### src/rtl/debug_dump_sequencer.sv
// Debug dump sequencer: streams PC, register bank and (with DUMP_DATA_MEM_EN)
// data memory out over a byte-wide UART, MSB first per word.
module debug_dump_sequencer #(
  parameter int BYTE    = 8,
  parameter int DWORD   = 32,
  parameter int RB_ADDR = 5,
  parameter int ADDR    = 5
) (
  input  logic               i_clock,
  input  logic               i_reset,
  input  logic               i_start,
  input  logic [DWORD-1:0]   i_pc_value,
  input  logic [DWORD-1:0]   i_rb_data,
  input  logic [DWORD-1:0]   i_mem_data,
  input  logic               i_tx_done,
  output logic [RB_ADDR-1:0] o_rb_addr,
  output logic               o_rb_read_enable,
  output logic [ADDR-1:0]    o_mem_addr,
  output logic               o_mem_read_enable,
  output logic               o_mem_du_flag,
  output logic [BYTE-1:0]    o_tx_data,
  output logic               o_tx_start,
  output logic               o_busy,
  output logic               o_done
);

  localparam int NB = DWORD / BYTE;
  localparam int CW = (NB > 1) ? $clog2(NB) : 1;
  localparam logic [CW-1:0] LAST_B = CW'(NB - 1);
  localparam logic [RB_ADDR-1:0] RB_LAST = '1;

  typedef enum logic [2:0] {
    IDLE, PC_SEND, RB_READ, RB_SEND,
    MEM_READ, MEM_SEND, FINISH
  } state_t;

  state_t           state;
  logic [DWORD-1:0] word;
  logic [CW-1:0]    nbyte;
  logic             pend;
  logic             rd_wait;
  logic             sending;
  logic             byte_ack;
  logic             word_end;

  assign sending = (state == PC_SEND) ||
                   (state == RB_SEND) ||
                   (state == MEM_SEND);

  // a done coincident with our own start belongs to an earlier byte
  assign byte_ack = pend && i_tx_done && !o_tx_start;
  assign word_end = byte_ack && (nbyte == LAST_B);

`ifdef DUMP_DATA_MEM_EN
  localparam logic [ADDR-1:0] MEM_LAST = '1;
`else
  logic unused_mem;
  assign unused_mem        = ^i_mem_data;
  assign o_mem_addr        = '0;
  assign o_mem_read_enable = 1'b0;
  assign o_mem_du_flag     = 1'b0;
`endif

  always_ff @(posedge i_clock) begin
    if (i_reset) begin
      state            <= IDLE;
      word             <= '0;
      nbyte            <= '0;
      pend             <= 1'b0;
      rd_wait          <= 1'b0;
      o_rb_addr        <= '0;
      o_rb_read_enable <= 1'b0;
      o_tx_data        <= '0;
      o_tx_start       <= 1'b0;
      o_busy           <= 1'b0;
      o_done           <= 1'b0;
`ifdef DUMP_DATA_MEM_EN
      o_mem_addr        <= '0;
      o_mem_read_enable <= 1'b0;
      o_mem_du_flag     <= 1'b0;
`endif
    end else begin
      o_tx_start       <= 1'b0;
      o_done           <= 1'b0;
      o_rb_read_enable <= 1'b0;
`ifdef DUMP_DATA_MEM_EN
      o_mem_read_enable <= 1'b0;
`endif
      if (sending) begin
        if (!pend) begin
          o_tx_start <= 1'b1;
          o_tx_data  <= word[DWORD-1 -: BYTE];
          word       <= word << BYTE;
          pend       <= 1'b1;
        end else if (byte_ack) begin
          pend  <= 1'b0;
          nbyte <= word_end ? '0 : nbyte + CW'(1);
        end
      end
      unique case (state)
        IDLE: begin
          if (i_start) begin
            word      <= i_pc_value;
            nbyte     <= '0;
            pend      <= 1'b0;
            o_rb_addr <= '0;
            o_busy    <= 1'b1;
            state     <= PC_SEND;
`ifdef DUMP_DATA_MEM_EN
            o_mem_addr <= '0;
`endif
          end
        end
        PC_SEND: begin
          if (word_end) begin
            o_rb_read_enable <= 1'b1;
            rd_wait          <= 1'b0;
            state            <= RB_READ;
          end
        end
        RB_READ: begin
          if (!rd_wait) begin
            rd_wait <= 1'b1;
          end else begin
            word    <= i_rb_data;
            rd_wait <= 1'b0;
            state   <= RB_SEND;
          end
        end
        RB_SEND: begin
          if (word_end) begin
            if (o_rb_addr == RB_LAST) begin
`ifdef DUMP_DATA_MEM_EN
              o_mem_read_enable <= 1'b1;
              o_mem_du_flag     <= 1'b1;
              state             <= MEM_READ;
`else
              o_done <= 1'b1;
              state  <= FINISH;
`endif
            end else begin
              o_rb_addr        <= o_rb_addr + RB_ADDR'(1);
              o_rb_read_enable <= 1'b1;
              state            <= RB_READ;
            end
          end
        end
`ifdef DUMP_DATA_MEM_EN
        MEM_READ: begin
          if (!rd_wait) begin
            rd_wait <= 1'b1;
          end else begin
            word    <= i_mem_data;
            rd_wait <= 1'b0;
            state   <= MEM_SEND;
          end
        end
        MEM_SEND: begin
          if (word_end) begin
            if (o_mem_addr == MEM_LAST) begin
              o_done <= 1'b1;
              state  <= FINISH;
            end else begin
              o_mem_addr        <= o_mem_addr + ADDR'(1);
              o_mem_read_enable <= 1'b1;
              state             <= MEM_READ;
            end
          end
        end
`endif
        FINISH: begin
          o_busy <= 1'b0;
          state  <= IDLE;
`ifdef DUMP_DATA_MEM_EN
          o_mem_du_flag <= 1'b0;
`endif
        end
        default: state <= IDLE;
      endcase
    end
  end

endmodule

### config.mk
export PLATFORM = sky130hd
export DESIGN_NAME = debug_dump_sequencer
export DESIGN_NICKNAME = d
export VERILOG_FILES = /design/src/rtl/debug_dump_sequencer.sv
export SDC_FILE = /design/constraint.sdc
export NUM_CORES = 1
export LEC_CHECK = 0
export CAP_MARGIN = 20
export CORE_AREA = 2 2 76 85
export CTS_CLUSTER_DIAMETER = 50
export CTS_CLUSTER_SIZE = 30
export DETAILED_ROUTE_END_ITERATION = 8
export DIE_AREA = 0 0 78 87
export GPL_ROUTABILITY_DRIVEN = 1
export PLACE_DENSITY = 0.86
export SLEW_MARGIN = 20
export SYNTH_ARGS = -nofsm -noshare
export SYNTH_HDL_FRONTEND = slang
export SYNTH_SLANG_ARGS = --single-unit
### constraint.sdc
create_clock -name i_clock -period 4.1 [get_ports i_clock]
set_clock_uncertainty 0.2 [all_clocks]
set_input_delay 0.82 -clock i_clock [delete_from_list [all_inputs] [get_ports i_clock]]
set_output_delay 0.82 -clock i_clock [all_outputs]
set_load 0.005 [all_outputs]
; ---- Yosys cells after proc, flatten, opt, wreduce, memory -nomap -nowiden
; Cells that the tools add are included.
[op_classes]
bitwise = 4
addsub = 2
eq_ne = 12
reduce_logical = 17
n_mux = 37
[op_table]
columns = cell, count
row1 = $mux W32, 4
row2 = $pmux W32 S2, 1
row3 = $mux W3, 5
row4 = $mux W5, 3
row5 = $mux W1, 13
row6 = $mux W2, 6
row7 = $pmux W3 S4, 1
row8 = $ne A2 B2 Y1 const B, 5
row9 = $pmux W5 S2, 1
row10 = $reduce_and A4 Y1, 2
row11 = $eq A3 B2 Y1 const B, 2
row12 = $eq A3 B3 Y1 const B, 2
row13 = $pmux W1 S2, 3
row14 = $reduce_and A2 Y1, 3
row15 = $reduce_bool A2 Y1, 3
row16 = $add A5 B1 Y5 const B, 1
row17 = $eq A5 B5 Y1 const B, 1
row18 = $not A1 Y1, 4
row19 = $eq A3 B1 Y1 const B, 1
row20 = $logic_and A1 B1 Y1, 3
row21 = $logic_not A3 Y1, 1
row22 = $reduce_or A3 Y1, 1
row23 = $add A2 B1 Y2 const B, 1
row24 = $eq A2 B2 Y1 const B, 1
row25 = other kinds (3), 4
[totals]
register_bits = 56

; ---- Depth between registers and ports, before layout
; Gate-level depths: netlist of the first run.
[logic_depth]
word_depth = 9
mapped_depth = 7
depth_no_buf = 7

; ---- Least setup slack after synthesis of the first run
; OpenSTA, ideal clock, no wires.
[synth_path]
path_kind = input to register
start = input port i_tx_done
end = register nbyte[0]
t_arrival_ns = 1.696
stages = 5
required_ns = 3.830
setup_slack_ns = 2.134
path_buffers = 1
path_cell_list = and3b_1 clkbuf_1 nand3_1 or3_1 a21oi_1
[synth_between]
elab_chain_cells = 9
[synth_rtl]
columns = item, line_no
row1 = "start, declared", 15  ; input logic i_tx_done,
row2 = $logic_and A1 B1 Y1 * (2 in series), 51  ; assign byte_ack = pend && i_tx_done && !o_tx_start;
row3 = $logic_and A1 B1 Y1, 52  ; assign word_end = byte_ack && (nbyte == LAST_B);
row4 = $mux W2, 97  ; nbyte <= word_end ? '0 : nbyte + CW'(1);
row5 = $mux W2 *, 95  ; end else if (byte_ack) begin
row6 = $mux W2 *, 90  ; if (!pend) begin
row7 = $mux W2 *, 89  ; if (sending) begin
row8 = $mux W2, 102  ; if (i_start) begin
row9 = $mux W2 *, 100  ; unique case (state)
row10 = "end signal, assigned", 97
row11 = "end, declared", 39  ; logic [CW-1:0] nbyte;
; Mark *: on every way between the ends. The rest lies on a longest branch, timed or not.
; A chain may end at the register's enable or synchronous reset.

; ---- Worst setup path after layout of the first run
[layout_path]
start = input port i_start
end = register word[28]
[layout_between]
elab_chain_cells = 2
[layout_rtl]
columns = item, line_no
row1 = "start, declared", 11  ; input logic i_start,
row2 = $mux W32, 102
row3 = $pmux W32 S2, 100
row4 = "end signal, assigned", 93  ; word <= word << BYTE;
row5 = "end signal, assigned", 103  ; word <= i_pc_value;
row6 = "end signal, assigned", 125  ; word <= i_rb_data;
row7 = "end, declared", 38  ; logic [DWORD-1:0] word;
; Every way passes these cells.

==> results of run 1 <==
==> cell usage after synthesis, drive strengths merged (2+ instances only) <==
cell / n / area (sq um)
nor2: 17 / 63.8
ha: 3 / 37.5
o21ai: 3 / 15.0
a21oi: 13 / 65.1
a22oi: 24 / 180
dfxtp: 56 / 1120
a222oi: 8 / 80.1
nor3b: 2 / 15.0
nor3: 3 / 20.0
clkbuf: 8 / 30.0
xor2: 3 / 26.3
nand2: 20 / 77.6
and3: 4 / 25.0
nand3: 3 / 15.0
mux2i: 27 / 270
o22ai: 24 / 150
buf: 22 / 146
nor4: 3 / 18.8
nand4: 2 / 12.5
inv: 2 / 7.51
==> worst max-delay path, cell delays in order <==
cell and delay (ns):
clkdlybuf4s50_1 0.48, nand2b_1 0.10, nor3_4 0.50, buf_4 0.36
a22oi_1 0.12, o22ai_1 0.19
==> registers in the layout (all words and copies together) (netlist names), 2 cells and up <==
signal and cells:
nbyte 2, state 3, word 32, o_tx_data 8
o_rb_addr 5
==> path summary, 6_finish.rpt <==
path	startpoint	end	slack (ns)	cells after the start
worst min-delay path	o_tx_data[6]	o_tx_data[6]	0.26	2
worst min register to register	o_tx_data[6]	o_tx_data[6]	0.26	2
worst max register to register	o_rb_addr[0]	o_rb_addr[1]	1.98	7
worst max-delay path	i_start	word[28]	1.54	6
==> logic make-up after synthesis <==
family	after synthesis	share of synthesized area
mux	28	0.114
fa+ha+maj	3	0.0152
compound gates	76	0.214
simple gates	60	0.117
flops	56	0.453
xor+xnor	3	0.0106
other cells	1	0.00152
buf+inv	32	0.0744
==> stage by stage <==
step	setup WS, ns	utilization
5_1_grt	1.44	0.562
3_5_place_dp	1.20	0.547
4_1_cts	1.52	0.562
3_3_place_gp	1.25	0.547
2_1_floorplan	2.13	-
6_report	1.54	0.562
==> power breakdown <==
group / switching [mW] / internal, mW
sequential: 0.0174 / 0.569
clock: 0.170 / 0.135
combinational: 0.0707 / 0.102
==> metal layers <==
metal | wire, um | vias up
met1 | 2640 | 1034
met4 | 59 | 0
met5 | 0 | -
met3 | 412 | 4
li1 | - | 1099
met2 | 2880 | 89
==> layout make-up <==
type | instances | area (sq um) | area share
clock inverters | 2 | 10.0 | 0.00296
inverters | 2 | 7.51 | 0.00222
multi-input cells | 177 | 1200 | 0.355
flip-flops and latches | 56 | 1120 | 0.332
clock buffers | 6 | 82.6 | 0.0245
repair buffers | 87 | 858 | 0.254
well taps | 80 | 100 | 0.0296
==> flow_summary.json, run 1 <==
{
  "n_antenna_cell": 0,
  "synth_edf_count": 0,
  "wl_per_cell_um": 14.6,
  "cp_max_fo": 18,
  "setup_viol": 0,
  "total_power_mw": 1.06,
  "core-area_sq_mm": 0.00601,
  "numCtsBuffers": 5,
  "fin_hold_ws_ns": 0.255,
  "maxCapViolations": 0,
  "finalHoldViolations": 0,
  "clk_pin_slew_ns": 0.09,
  "postCtsSetupRepairBufs": 0,
  "yosysWarnings": 0,
  "gp_congestion": 0.799,
  "die_w_um": 78,
  "maxSlewHeadroom": 0.459,
  "finalMaxSlewViolations": 0,
  "status": "finished, final reports clean",
  "top_usage_layer": "met2",
  "ant_nets": 0,
  "grt_use_met1": 0.197,
  "worstMarginPinSlew_ns": 0.811,
  "grt_pass1_vias": 2075,
  "hp-class": "register to register",
  "worstPathArrival_ns": 2.58,
  "postSynthAreaPerCell_sq_um": 9.55,
  "place_inst": 402,
  "ctsResizeCount": 0,
  "finalNetCount": 432,
  "met2_usage": 0.306,
  "finalNonFillerCells": 410,
  "final_cell_mix": "clkdlybuf4s50_1 (83), dfxtp_1 (56), mux2i_1 (27)",
  "htree_num_levels": 2,
  "powerDensity_mw_per_mm2": 315,
  "cts_sinks": 56,
  "antenna_found_initial": 0,
  "hold_buffers": 0,
  "grt_first_pass_wirelength_mm": 9.22,
  "ys_types": 37,
  "grt_start_max_net_pins": 51,
  "synth-seq-area-share": 0.453,
  "drive_gt1_frac": 0.0545,
  "totalWireLength_mm": 5.99,
  "drt_iter0_markers": 158,
  "ys_seq_elements": 56,
  "grt_overflow": 0,
  "dieArea_sq_mm": 0.00679,
  "clock_path_buffers": 2,
  "rsz0062_at_grt": "no",
  "drcViolationCount": 0,
  "fillers": 553,
  "final_area_sq_mm": 0.00338,
  "synthCells": 259,
  "area.growth.synth_to_final_pct": 36.6,
  "cp-end-kind": "register",
  "fmax_mhz": 390,
  "min_period_over_period": 0.625,
  "synthArstFlopShare": 0,
  "use_met3": 0.0436,
  "dieHeight_um": 87,
  "hpwlAfterDp_mm": 4.22,
  "clkLatencyLatePin_ns": 0.30,
  "grt.total_usage": 0.172,
  "cp.required_ns": 4.12,
  "fin_crit_ns": 2.56,
  "via_count": 2226,
  "rows": 30,
  "placed_area_sq_mm": 0.00328,
  "synth_area_sq_mm": 0.00247,
  "criticalPathCategory": "input pin to register",
  "port-buffer-count": 84,
  "cts_tree": "done",
  "cts_root_buffer": "clkbuf_8",
  "peakVddDrop_uv": 263,
  "start_util": 0.412,
  "synth_flop_cell": "dfxtp_1",
  "ios": 124,
  "worstSetupStartpointType": "input pin",
  "final_common_cell": "clkdlybuf4s50_1",
  "leakage_nw": 1.24,
  "setup_tns_ns": 0,
  "viasPerCell": 5.43,
  "firstDrtPassIters": 5
}
No activity file was read; power rests on OpenSTA's default activity.
==> run 2, diff against run 1 <==
Settings changed: CORE_AREA 2 2 76 85 to 2 2 78 88, DIE_AREA 0 0 78 87 to 0 0 80 90, PLACE_DENSITY 0.86 to 0.82.
Clock period 4.1 ns to 2.6 ns, I/O delays scaled along.
==> run 2 against run 1 <==
Global-route usage down 0.14 points; routed wire length up 1.8%; sequential share of layout area down 0.21 points; final cell count up 1.2%; clock power up 55%; non-clock buffer count up 3; count of clock-buffer cells in the layout unchanged; hold slack better by 0.0030 ns; final area up 0.63%; critical path type is now register to register; largest cell class unchanged.
==> flow_summary.json, run 2 (synthesis results as in run 1) <==
{
  "status": "finished, final reports clean",
  "place_inst": 407,
  "multi_input_area_sq_mm": 0.00120,
  "startpoint": "o_rb_addr[0]",
  "hpwlAfterDp_mm": 4.46,
  "r2r_end": "o_rb_addr[4]",
  "cts_root_buffer": "clkbuf_8",
  "fin_crit_ns": 2.13,
  "critPathTopFamily": "simple AND/OR/NAND/NOR gates",
  "dieArea_sq_mm": 0.00720,
  "firstDrtPassIters": 6,
  "fillers": 583,
  "finalMaxSlewViolations": 0,
  "setup_tns_ns": 0,
  "grt.total_usage": 0.171,
  "drive_gt1_frac": 0.0601,
  "seq_area_sq_mm": 0.00112,
  "viasPerCell": 5.35,
  "totalWireLength_mm": 6.10,
  "crit_path_max_incr_delay_ns": 0.35,
  "antenna_found_initial": 0,
  "p_sw_frac": 0.250,
  "p_comb_frac": 0.166,
  "hold_path_startpoint": "o_tx_data[3]",
  "clock_path_buffers": 2,
  "critPathCapture": "o_rb_addr[4]",
  "ctsResizeCount": 0,
  "finalNetCount": 435,
  "area.growth.synth_to_final_pct": 37.4,
  "gp_congestion": 0.856,
  "finalNonFillerCells": 415,
  "cpMostUsedCell": "ha_1",
  "grt_use_met1": 0.221,
  "rsz0062_at_grt": "no",
  "postCtsSetupRepairBufs": 0,
  "fin_hold_ws_ns": 0.258,
  "rows": 31,
  "power.switching_mw": 0.417,
  "largest_reg_flops": 32,
  "setup_viol": 0,
  "cp_cell_sequence": "ha_1 > and3_1 > ha_1 > nor3b_1 > nand3_1 > mux2i_1 > nor2_1",
  "htree_num_levels": 2,
  "r2r_cells": 7,
  "regMostFlops": "word",
  "regToRegSetupSlack_ns": 0.47,
  "ant_nets": 0,
  "grt_pass1_vias": 2138,
  "leakage_nw": 1.25,
  "power.share.sequential": 0.552,
  "clk_pin_slew_ns": 0.10,
  "worstMarginPinSlew_ns": 0.790,
  "numCtsBuffers": 5,
  "criticalPathCategory": "register to register",
  "p_clk_frac": 0.283,
  "hp-class": "register to register",
  "powerDensity_mw_per_mm2": 491,
  "dieHeight_um": 90,
  "r2r_start": "o_rb_addr[0]",
  "worst-path-stages": 7,
  "cp-end-kind": "register",
  "hold_buffers": 0,
  "n_antenna_cell": 0,
  "final_common_cell": "clkdlybuf4s50_1",
  "start_util": 0.389,
  "drt_iter0_markers": 121,
  "cts_tree": "done",
  "worstPathArrival_ns": 2.12,
  "maxSlewHeadroom": 0.473,
  "die_w_um": 80,
  "critical_path_buf_inv_count": 0,
  "slowest_stage": "dfxtp_1",
  "top_usage_layer": "met2",
  "peakVddDrop_uv": 221,
  "wl_per_cell_um": 14.7,
  "grt_overflow": 0,
  "finalHoldViolations": 0,
  "final_cell_mix": "clkdlybuf4s50_1 (83), dfxtp_1 (56), mux2i_1 (27)",
  "cts_sinks": 56,
  "cp_max_fo": 4,
  "p_int_mw": 1.25,
  "min_period_over_period": 0.818,
  "met2_usage": 0.281,
  "use_met3": 0.0311,
  "clkLatencyLatePin_ns": 0.31,
  "core-area_sq_mm": 0.00636,
  "grt_first_pass_wirelength_mm": 9.85,
  "worstSetupStartpointType": "register",
  "drcViolationCount": 0,
  "maxCapViolations": 0,
  "cp.required_ns": 2.60,
  "grt_start_max_net_pins": 33,
  "top_regs": "word x32, o_tx_data x8, o_rb_addr x5",
  "ios": 124,
  "port-buffer-count": 84,
  "fmax_mhz": 470,
  "via_count": 2221
}
==> run 2: worst min path at each step <==
| stage | end | slack [ns] | cells past startpoint |
|---|---|---|---|
| after floorplan | o_tx_data[0] | 0.23 | 2 |
| after global placement | o_tx_data[6] | 0.24 | 2 |
| after detailed placement | o_tx_data[5] | 0.25 | 2 |
| after CTS | o_tx_data[3] | 0.26 | 2 |
| after global routing | o_tx_data[6] | 0.28 | 2 |
| final | o_tx_data[3] | 0.26 | 2 |
==> run 2: cell type report <==
class                           count  share of cell area
Clock buffer                        6              0.0214
Timing Repair Buffer               90               0.259
Inverter                            2             0.00221
Sequential cell                    56               0.330
Multi-Input combinational cell    177               0.352
Clock inverter                      2             0.00479
Tap cell                           82              0.0302
==> run 2: per-stage QoR <==
step	setup WS (ns)	utilization	power, mW	area [sq um]
floorplan	0.708	-	1.08	2490
CTS	0.321	0.534	1.69	3400
detailed placement	0.192	0.520	1.22	3310
finish	0.473	0.534	1.67	3400
global placement	0.217	0.520	1.21	3310
global route	0.333	0.534	1.75	3400
==> run 2: power groups by stage <==
| stage | combinational (mW) | clock, mW | sequential [mW] |
|---|---|---|---|
| global route | 0.303 | 0.521 | 0.927 |
| floorplan | 0.149 | 0 | 0.934 |
| finish | 0.277 | 0.472 | 0.921 |
| CTS | 0.278 | 0.488 | 0.922 |
| global placement | 0.270 | 0 | 0.940 |
| detailed placement | 0.277 | 0 | 0.941 |
==> run 2: layer usage <==
layer  share of wire  vias up  routed length, um
li1                -     1104                  -
met1            0.44     1031               2690
met2            0.49       78               2970
met3           0.052        8                318
met4           0.019        0                116
met5               0        -                  0
==> run 2: worst register-to-register path, cell delays in order (launching register included) <==
cell	delay [ns]
dfxtp_1	0.35
ha_1	0.21
and3_1	0.18
ha_1	0.20
nor3b_1	0.35
nand3_1	0.26
mux2i_1	0.22
nor2_1	0.06
==> run 3, diff against run 2 <==
Settings changed: CORE_AREA 2 2 78 88 to 2 2 83 92, DIE_AREA 0 0 80 90 to 0 0 85 94, PLACE_DENSITY 0.82 to 0.77.
Clock period 2.6 ns to 1.8 ns, I/O delays scaled along.
==> run 3 against run 2 <==
Non-clock buffer count rose by 13; largest power group unchanged; hold slack got worse by 0.14 ns; sequential share of layout area fell by 1.5 points; clock power rose by 52%; critical path depth did not move; count of clock-buffer cells in the layout did not move; flip-flop and latch count did not move; register-to-register slack got worse by 0.43 ns; highest routed layer unchanged.
==> flow_summary.json, run 3 (synthesis results as in run 1) <==
{
  "drive_gt1_frac": 0.127,
  "hp-class": "input pin to register",
  "placed_area_sq_mm": 0.00346,
  "port-buffer-count": 84,
  "clock_path_buffers": 2,
  "cts_sinks": 56,
  "dieArea_sq_mm": 0.00799,
  "cts_root_buffer": "clkbuf_8",
  "viasPerCell": 5.15,
  "final_common_cell": "clkdlybuf4s50_1",
  "drt_iter0_markers": 147,
  "hpwlAfterDp_mm": 4.57,
  "postCtsSetupRepairBufs": 0,
  "criticalPathCategory": "register to register",
  "grt_start_max_net_pins": 33,
  "grt_pass1_vias": 2158,
  "cp-end-kind": "register",
  "clk_pin_slew_ns": 0.09,
  "finalHoldViolations": 0,
  "peakVddDrop_uv": 339,
  "antenna_found_initial": 0,
  "powerDensity_mw_per_mm2": 689,
  "slowest_stage": "dfxtp_2",
  "final_area_sq_mm": 0.00360,
  "crit_path_max_incr_delay_ns": 0.34,
  "cpMostUsedCell": "ha_4",
  "r2r_cells": 7,
  "fmax_mhz": 568,
  "n_antenna_cell": 0,
  "worstSetupStartpointType": "register",
  "totalWireLength_mm": 6.19,
  "numCtsBuffers": 5,
  "leakage_nw": 1.34,
  "hold_buffers": 0,
  "start_util": 0.353,
  "grt_first_pass_wirelength_mm": 9.83,
  "cp_cell_sequence": "ha_4 > and3_4 > ha_4 > nor3b_4 > nand3_2 > mux2i_1 > nor2_1",
  "regToRegSetupSlack_ns": 0.04,
  "clkLatencyLatePin_ns": 0.31,
  "die_w_um": 85,
  "top_regs": "word x32, o_tx_data x8, o_rb_addr x5",
  "htree_num_levels": 2,
  "rsz0062_at_grt": "yes",
  "power.share.sequential": 0.537,
  "dieHeight_um": 94,
  "worst-path-stages": 7,
  "firstDrtPassIters": 5,
  "grt.total_usage": 0.154,
  "cts_tree": "done",
  "critical_path_buf_inv_count": 0,
  "p_sw_frac": 0.245,
  "ios": 124,
  "drcViolationCount": 0,
  "finalNetCount": 448,
  "finalMaxSlewViolations": 0,
  "cp.required_ns": 1.80,
  "ant_nets": 0,
  "core-area_sq_mm": 0.00701,
  "p_comb_frac": 0.173,
  "largest_reg_flops": 32,
  "power.switching_mw": 0.607,
  "rows": 32,
  "holdPathStages": 2,
  "wl_per_cell_um": 14.4,
  "cp_max_fo": 3,
  "via_count": 2218,
  "p_int_mw": 1.87,
  "fin_hold_ws_ns": 0.122,
  "fin_crit_ns": 1.76,
  "maxCapViolations": 0,
  "grt_overflow": 0,
  "p_clk_frac": 0.290,
  "min_period_over_period": 0.978,
  "worstPathArrival_ns": 1.76,
  "gp_congestion": 0.799,
  "status": "finished, final reports clean",
  "setup_viol": 0,
  "critPathTopFamily": "simple AND/OR/NAND/NOR gates",
  "area.growth.synth_to_final_pct": 45.5,
  "final_cell_mix": "clkdlybuf4s50_1 (81), dfxtp_1 (50), mux2i_1 (27)",
  "regMostFlops": "word"
}
-- run 3: cell count changes in the layout (fill, tap and decap cells not counted), sizes merged --
| cell | change |
|---|---|
| dlygate4sd2 | +2 |
| clkdlybuf4s50 | -2 |
| inv | +1 |
| buf | +13 |
| clkinvlp | -1 |
-- run 3: what timing repair did --
| item | CTS | global route |
|---|---|---|
| pin swaps | 5 | 3 |
| setup endpoints to repair | 7 | 12 |
| gates resized for setup | 10 | 5 |
-- run 3: stage by stage --
step                      instances  worst slack, ns  power, mW  utilization  setup TNS, ns
after CTS                       431          -0.0103       2.51        0.511        -0.0181
after global placement          423           -0.190       1.78        0.493          -4.84
after global routing            431          -0.0350       2.60        0.513        -0.0657
final                           431           0.0394       2.48        0.513              0
after floorplan                 265           0.0220       1.56            -              0
after detailed placement        423           -0.247       1.79        0.493          -6.41
-- run 3: power by group through the flow --
stage	combinational (mW)	sequential [mW]	clock [mW]
final	0.428	1.33	0.718
after global routing	0.465	1.34	0.798
after floorplan	0.215	1.35	0
after detailed placement	0.430	1.36	0
after global placement	0.419	1.36	0
after CTS	0.433	1.33	0.742
-- run 3: path summary, 6_finish.rpt --
kind / from / to
worst min-delay path: i_reset / o_rb_read_enable
worst min register to register: o_tx_data[6] / o_tx_data[6]
worst max register to register: o_rb_addr[1] / o_rb_addr[1]
worst max-delay path: o_rb_addr[1] / o_rb_addr[1]
-- run 3: metal layers --
layer | up-vias | wire (um) | track usage
met5 | - | 0 | 0
li1 | 1129 | - | -
met2 | 68 | 2980 | 0.257
met3 | 6 | 377 | 0.0299
met4 | 0 | 87 | 0.0542
met1 | 1015 | 2750 | 0.197
-- run 3: final cells by class --
cell class	count	area, sq um
clock buffers	6	82.6
clock inverters	2	13.8
fillers	648	3410
inverters	2	7.51
multi-input cells	177	1240
flip-flops and latches	56	1130
well taps	85	106
repair buffers	103	1010
-- run 3: worst register-to-register path, delay by kind of cell (launching register included) --
| kind | cells | cell delay, ns |
|---|---|---|
| flops | 1 | 0.34 |
| mux | 1 | 0.18 |
| simple gates | 4 | 0.63 |
| fa+ha+maj | 2 | 0.31 |
